<file path="config.mk">
export PLATFORM = sky130hd
export DESIGN_NAME = cache_mem_arbiter
export DESIGN_NICKNAME = d
export VERILOG_FILES = /design/src/rtl/mem_arb_pkg.sv /design/src/rtl/mem_arb_picker.sv /design/src/rtl/cache_mem_arbiter.sv
export SDC_FILE = /design/constraint.sdc
export NUM_CORES = 1
export LEC_CHECK = 0
export CAP_MARGIN = 10
export CORE_ASPECT_RATIO = 1.1
export CORE_MARGIN = 5
export CORE_UTILIZATION = 31
export DETAILED_ROUTE_END_ITERATION = 10
export GPL_TIMING_DRIVEN = 0
export PLACE_DENSITY = 0.84
export SETUP_SLACK_MARGIN = 0.1
export SYNTH_ARGS = -nofsm -noshare
export SYNTH_HDL_FRONTEND = slang
export SYNTH_SLANG_ARGS = --single-unit
</file>
<file path="constraint.sdc">
create_clock -name clk -period 2.13 [get_ports clk]
set_clock_uncertainty 0.2 [all_clocks]
set_input_delay 0.639 -clock clk [delete_from_list [all_inputs] [get_ports clk]]
set_output_delay 0.639 -clock clk [all_outputs]
set_load 0.1 [all_outputs]
</file>
<file path="src/rtl/mem_arb_pkg.sv">
// ============================================================
// Package : mem_arb_pkg
// Shared encodings and helpers for the cache/memory arbiter.
// Rev     : 1.0
// ============================================================
`default_nettype none

package mem_arb_pkg;

  typedef enum logic [1:0] {
    IDLE  = 2'd0,
    ADDR  = 2'd1,
    WDATA = 2'd2,
    RDATA = 2'd3
  } arb_state_t;

  localparam logic OWN_IC = 1'b0;
  localparam logic OWN_DC = 1'b1;

  // Minimum width able to index n beats; never narrower than one bit.
  function automatic int clog2_w(input int n);
    int w;
    w = 1;
    while ((1 << w) < n) w = w + 1;
    return w;
  endfunction

endpackage

`default_nettype wire

</file>
<file path="src/rtl/mem_arb_picker.sv">
// ============================================================
// Module : mem_arb_picker
// Chooses icache or dcache for the next memory transaction.
// ARB_RR_EN defined: round-robin on ties; else dcache priority.
// Rev    : 1.0
// ============================================================
`default_nettype none

module mem_arb_picker
  import mem_arb_pkg::*;
(
`ifdef ARB_RR_EN
  input  logic clk,
  input  logic reset,
`endif
  input  logic grant_en,
  input  logic ic_valid,
  input  logic dc_valid,
  output logic grant_ic,
  output logic grant_dc
);

  logic w_win_dc;

`ifdef ARB_RR_EN
  // Pointer names the requester preferred on the next tie.
  logic r_rr_ptr;

  assign w_win_dc = dc_valid && (!ic_valid || (r_rr_ptr == OWN_DC));

  always_ff @(posedge clk) begin
    if (!reset) begin
      r_rr_ptr <= OWN_IC;
    end else if (grant_ic) begin
      r_rr_ptr <= OWN_DC;
    end else if (grant_dc) begin
      r_rr_ptr <= OWN_IC;
    end
  end
`else
  assign w_win_dc = dc_valid;
`endif

  assign grant_dc = grant_en && w_win_dc;
  assign grant_ic = grant_en && ic_valid && !w_win_dc;

endmodule

`default_nettype wire

</file>
<file path="src/rtl/cache_mem_arbiter.sv">
// ============================================================
// Module : cache_mem_arbiter
// Shares one memory port between icache refills and dcache
// refills/writebacks, one BEATS-long transaction at a time.
// Build option: ARB_RR_EN selects round-robin arbitration.
// Rev    : 1.0
// ============================================================
`default_nettype none

module cache_mem_arbiter
  import mem_arb_pkg::*;
#(
  parameter int ADDR_W = 32,
  parameter int DATA_W = 32,
  parameter int BEATS  = 4
) (
  input  logic              clk,
  input  logic              reset,
  input  logic              ic_req_valid,
  input  logic [ADDR_W-1:0] ic_req_addr,
  output logic              ic_req_ready,
  output logic              ic_resp_valid,
  output logic              ic_resp_last,
  input  logic              dc_req_valid,
  input  logic              dc_req_rw,
  input  logic [ADDR_W-1:0] dc_req_addr,
  output logic              dc_req_ready,
  input  logic [DATA_W-1:0] dc_wdata,
  input  logic              dc_wdata_valid,
  output logic              dc_wdata_ready,
  output logic              dc_resp_valid,
  output logic              dc_resp_last,
  output logic [DATA_W-1:0] resp_data,
  output logic              mem_req_valid,
  output logic              mem_req_rw,
  output logic [ADDR_W-1:0] mem_req_addr,
  input  logic              mem_req_ready,
  output logic [DATA_W-1:0] mem_wdata,
  output logic              mem_wdata_valid,
  input  logic              mem_wdata_ready,
  input  logic              mem_resp_valid,
  input  logic [DATA_W-1:0] mem_resp_data,
  output logic              busy
);

  localparam int               CNT_W       = clog2_w(BEATS);
  localparam logic [CNT_W-1:0] C_LAST_BEAT = CNT_W'(BEATS - 1);

  arb_state_t        r_state;
  arb_state_t        w_state_nxt;
  logic [ADDR_W-1:0] r_addr;
  logic              r_rw;
  logic              r_owner;
  logic [CNT_W-1:0]  r_cnt;

  logic w_grant_en;
  logic w_grant_ic;
  logic w_grant_dc;
  logic w_addr_done;
  logic w_wbeat;
  logic w_rbeat;
  logic w_last;

  mem_arb_picker u_picker (
`ifdef ARB_RR_EN
    .clk      (clk),
    .reset    (reset),
`endif
    .grant_en (w_grant_en),
    .ic_valid (ic_req_valid),
    .dc_valid (dc_req_valid),
    .grant_ic (w_grant_ic),
    .grant_dc (w_grant_dc)
  );

  // Handshakes are masked while reset is low so nothing is accepted on a reset edge.
  assign w_grant_en  = reset && (r_state == IDLE);
  assign w_addr_done = reset && (r_state == ADDR) && mem_req_ready;
  assign w_wbeat     = reset && (r_state == WDATA) && dc_wdata_valid && mem_wdata_ready;
  assign w_rbeat     = reset && (r_state == RDATA) && mem_resp_valid;
  assign w_last      = (r_cnt == C_LAST_BEAT);

  always_ff @(posedge clk) begin
    if (!reset) begin
      r_state <= IDLE;
    end else begin
      r_state <= w_state_nxt;
    end
  end

  always_comb begin
    w_state_nxt = r_state;
    case (r_state)
      IDLE:    if (w_grant_ic || w_grant_dc) w_state_nxt = ADDR;
      ADDR:    if (w_addr_done) w_state_nxt = r_rw ? WDATA : RDATA;
      WDATA:   if (w_wbeat && w_last) w_state_nxt = IDLE;
      RDATA:   if (w_rbeat && w_last) w_state_nxt = IDLE;
      default: w_state_nxt = IDLE;
    endcase
  end

  always_ff @(posedge clk) begin
    if (!reset) begin
      r_addr  <= '0;
      r_rw    <= 1'b0;
      r_owner <= OWN_IC;
      r_cnt   <= '0;
    end else begin
      if (w_grant_dc) begin
        r_addr  <= dc_req_addr;
        r_rw    <= dc_req_rw;
        r_owner <= OWN_DC;
      end else if (w_grant_ic) begin
        r_addr  <= ic_req_addr;
        r_rw    <= 1'b0;
        r_owner <= OWN_IC;
      end
      if (w_addr_done) begin
        r_cnt <= '0;
      end else if (w_wbeat || w_rbeat) begin
        r_cnt <= w_last ? '0 : r_cnt + 1'b1;
      end
    end
  end

  assign ic_req_ready    = w_grant_ic;
  assign dc_req_ready    = w_grant_dc;

  assign mem_req_valid   = reset && (r_state == ADDR);
  assign mem_req_rw      = r_rw;
  assign mem_req_addr    = r_addr;

  // Write beats pass straight through; the dcache is the only possible writer.
  assign mem_wdata       = dc_wdata;
  assign mem_wdata_valid = reset && (r_state == WDATA) && dc_wdata_valid;
  assign dc_wdata_ready  = reset && (r_state == WDATA) && mem_wdata_ready;

  assign ic_resp_valid   = w_rbeat && (r_owner == OWN_IC);
  assign ic_resp_last    = ic_resp_valid && w_last;
  assign dc_resp_valid   = w_rbeat && (r_owner == OWN_DC);
  assign dc_resp_last    = dc_resp_valid && w_last;
  assign resp_data       = mem_resp_data;

  assign busy            = (r_state != IDLE);

endmodule

`default_nettype wire
</file>
==> impl_metrics.ini, run 1 <==
[run_status]
outcome = finished with violations
violations = negative setup slack

[clock_network]
cts_tree = done
insertion_delay_ns = 0.29
htreeDepth = 2
clkTransAtPathRegs_ns = 0.08
clock-sinks = 38
cts_root_buffer = clkbuf_8
clock_path_buffers = 2
numCtsBuffers = 5

[synth]
yosys.area_share.simple_pct = 15.4
netlist_instances = 297
synth_area_leaders = dfxtp_1 (30%), buf_4 (20%), a311oi_2 (18%), nand2_1 (9.8%), a21oi_1 (6.8%)
ys_warn_count = 0
synth-edff-count = 0
synth_top_family_by_area = compound AO/OA/AOI/OAI gates
synthFlopType = dfxtp_1
synthAdderAreaFrac_pct = 0.488
yosysTopAreaCell = dfxtp_1
synth_commonest_cells = buf_4 (68), nand2_1 (67), dfxtp_1 (38)
yosys.area.top_type_share_pct = 29.6
synth_xor_area_share_pct = 0
avgSynthCellArea_um2 = 8.64
yosysMostFrequentCell = buf_4
synth-compound-area-share_pct = 27.3
synth_area_um2 = 2570
synthArstFlopShare_pct = 0
ys_ff_latch = 38
synth_mux_area_share_pct = 0.829
ys_seq_area_share_pct = 29.6
syn_nets = 435
synth.distinct_cells = 36

[timing]
slew_violations = 0
worst_slack_ns = -0.151
slew_headroom_pct = 46.9
min_period_over_period_pct = 107
tightest_slew_ns = 0.797
hold_viol_final = 0
rsz0062_at_grt = yes
fmax_mhz = 438
min_period_ns = 2.28
finalSetupViolCount = 8
holdWs_ns = 0.295

[route]
drc = 0
avgViaCountPerCell = 4.71
dr.pass1.iters = 4
routedWlPerCell_um = 16.1
drt_iter0_markers = 105
drtAntennaViolNets = 0
vias = 2828
drt_wl_total_um = 9640

[hold_path]
hold_path.class = flop to flop

[global_routing]
grt_max_degree = 12
gr-usage-all-layers_pct = 18.0
grt_first_pass_wirelength_um = 15100
grt_overflow = 0
grt_pass1_vias = 2952
antenna_found_initial = 0

[layout]
design_area_um2 = 4360
nets = 630
layout-drive-gt1-share_pct = 52.8
fillers = 743
post-route-util_pct = 54.5
stdcell_count = 600
area_delta_synth_final_pct = 69.7
antennaDiodeCount = 0

[worst_setup_path]
crit_path_top_delay_cell = nor3_4
crit_family = simple AND/OR/NAND/NOR gates
critPathBufInv = 2
worstPathArrival_ns = 1.44
crit_type = input pin to output pin
cp_max_fo = 3
path_cells = buf_2 -> nand2_8 -> nor3_4 -> and2_4 -> buf_12
critical_path.max_stage_delay_ns = 0.23
cp-end-kind = output pin
critPathLaunchType = input pin
worstPathRequired_ns = 1.29

[power_and_ir_drop]
p_leak_nw = 1.98
vdd_ir_drop_max_mv = 0.332
power_density_nw_per_um2 = 677

[placement]
dp_cells = 583
dpl.hpwl_um = 7610
dp_slack_ns = -1.55
place.gp.congestion = 0.803
io_buffers = 178
placed_cell_area_um2 = 4570

[die]
dieWidth_um = 96.8
num_rows = 34
die_area_um2 = 10200
ios = 244
start_util_pct = 32.1
core_region_area_um2 = 8000
die_h_um = 105

[job]
cap_violations = 0
## final timing paths
| path | slack [ns] | startpoint | cells after the start | endpoint |
|---|---|---|---|---|
| worst max-delay path | -0.15 | mem_resp_valid | 5 | dc_resp_last |
| worst min-delay path | 0.29 | r_cnt[0]$_SDFFE_PP0P_ | 2 | r_cnt[0]$_SDFFE_PP0P_ |
| worst max register to register | 0.24 | r_state[1]$_SDFFE_PN0P_ | 6 | mem_req_addr[5]$_SDFFE_PN0P_ |
| worst min register to register | 0.29 | r_cnt[0]$_SDFFE_PP0P_ | 2 | r_cnt[0]$_SDFFE_PP0P_ |
## cell families after synthesis
| kind of cell | count (synthesis) |
|---|---|
| compound gates | 74 |
| mux | 2 |
| flops | 38 |
| buf+inv | 95 |
| fa+ha+maj | 1 |
| simple gates | 87 |
## tightest hold or removal path, cell delays in order (launching register included)
cell and delay, ns:
dfxtp_1 0.33, nand3_1 0.06, mux2i_1 0.06
## flip-flops by register name (all words and copies together), names as in the netlist
name	cells
mem_req_addr	32
r_cnt	2
r_state	2
mem_req_rw	1
r_owner	1
## power by group
group | switching, W | internal, W
Combinational | 0.00122 | 0.000444
Clock | 0.000261 | 0.000220
Sequential | 0.0000314 | 0.000770
## what timing repair did
item                                    CTS  global route
endpoints found under the hold margin     0             0
pin swaps                                 3             6
hold buffers                              0             0
endpoints found under the setup margin  139            25
resized for setup                       575            21
buffers inserted                          6             4
## through the flow
step,setup TNS (ns),total power (W)
6_report,-0.617,0.00295
5_1_grt,-1.10,0.00307
4_1_cts,-0.752,0.00298
3_5_place_dp,-66.71,0.00255
3_3_place_gp,-65.76,0.00254
2_1_floorplan,-4.67,0.00211
## cell usage in the layout, fill, tap and decap left out, types with 5 or more instances in the layout
cell type,count
clkbuf_8,5
buf_2,104
nand2_1,65
buf_6,13
a21oi_1,35
buf_12,7
buf_4,76
clkbuf_1,5
dfxtp_1,36
a311oi_2,30
clkdlybuf4s50_1,66
## routing by layer
metal  global-route usage, %  up-vias  part of all wire [%]
li1                        -     1351                     -
met1                    20.2     1298                    38
met2                    33.2      169                    53
met3                    5.61       10                   8.3
met4                    4.11        0                   1.1
met5                       0        -                     0
## area by class of cell
| class | count | area, µm² | share of cell area [%] |
|---|---|---|---|
| Clock buffer | 5 | 68.8 | 1.58 |
| Timing Repair Buffer | 188 | 1420 | 32.5 |
| Clock inverter | 2 | 10.0 | 0.230 |
| Inverter | 7 | 51.3 | 1.18 |
| Tap cell | 108 | 135 | 3.10 |
| Multi-Input combinational cell | 164 | 1230 | 28.3 |
| Sequential cell | 38 | 766 | 17.6 |
| Buffer | 88 | 678 | 15.6 |
(Power assumes the default switching activity.)
==> inputs of run 2 (changes only) <==
--- a/config.mk
+++ b/config.mk
@@ -9,6 +9,7 @@
 export CORE_ASPECT_RATIO = 1.1
 export CORE_MARGIN = 5
 export CORE_UTILIZATION = 31
+export CTS_CLUSTER_DIAMETER = 150
 export DETAILED_ROUTE_END_ITERATION = 10
 export GPL_TIMING_DRIVEN = 0
 export PLACE_DENSITY = 0.84
==> results of run 2 <==
No change in the layout: final DEF, timing and power equal those of run 1.
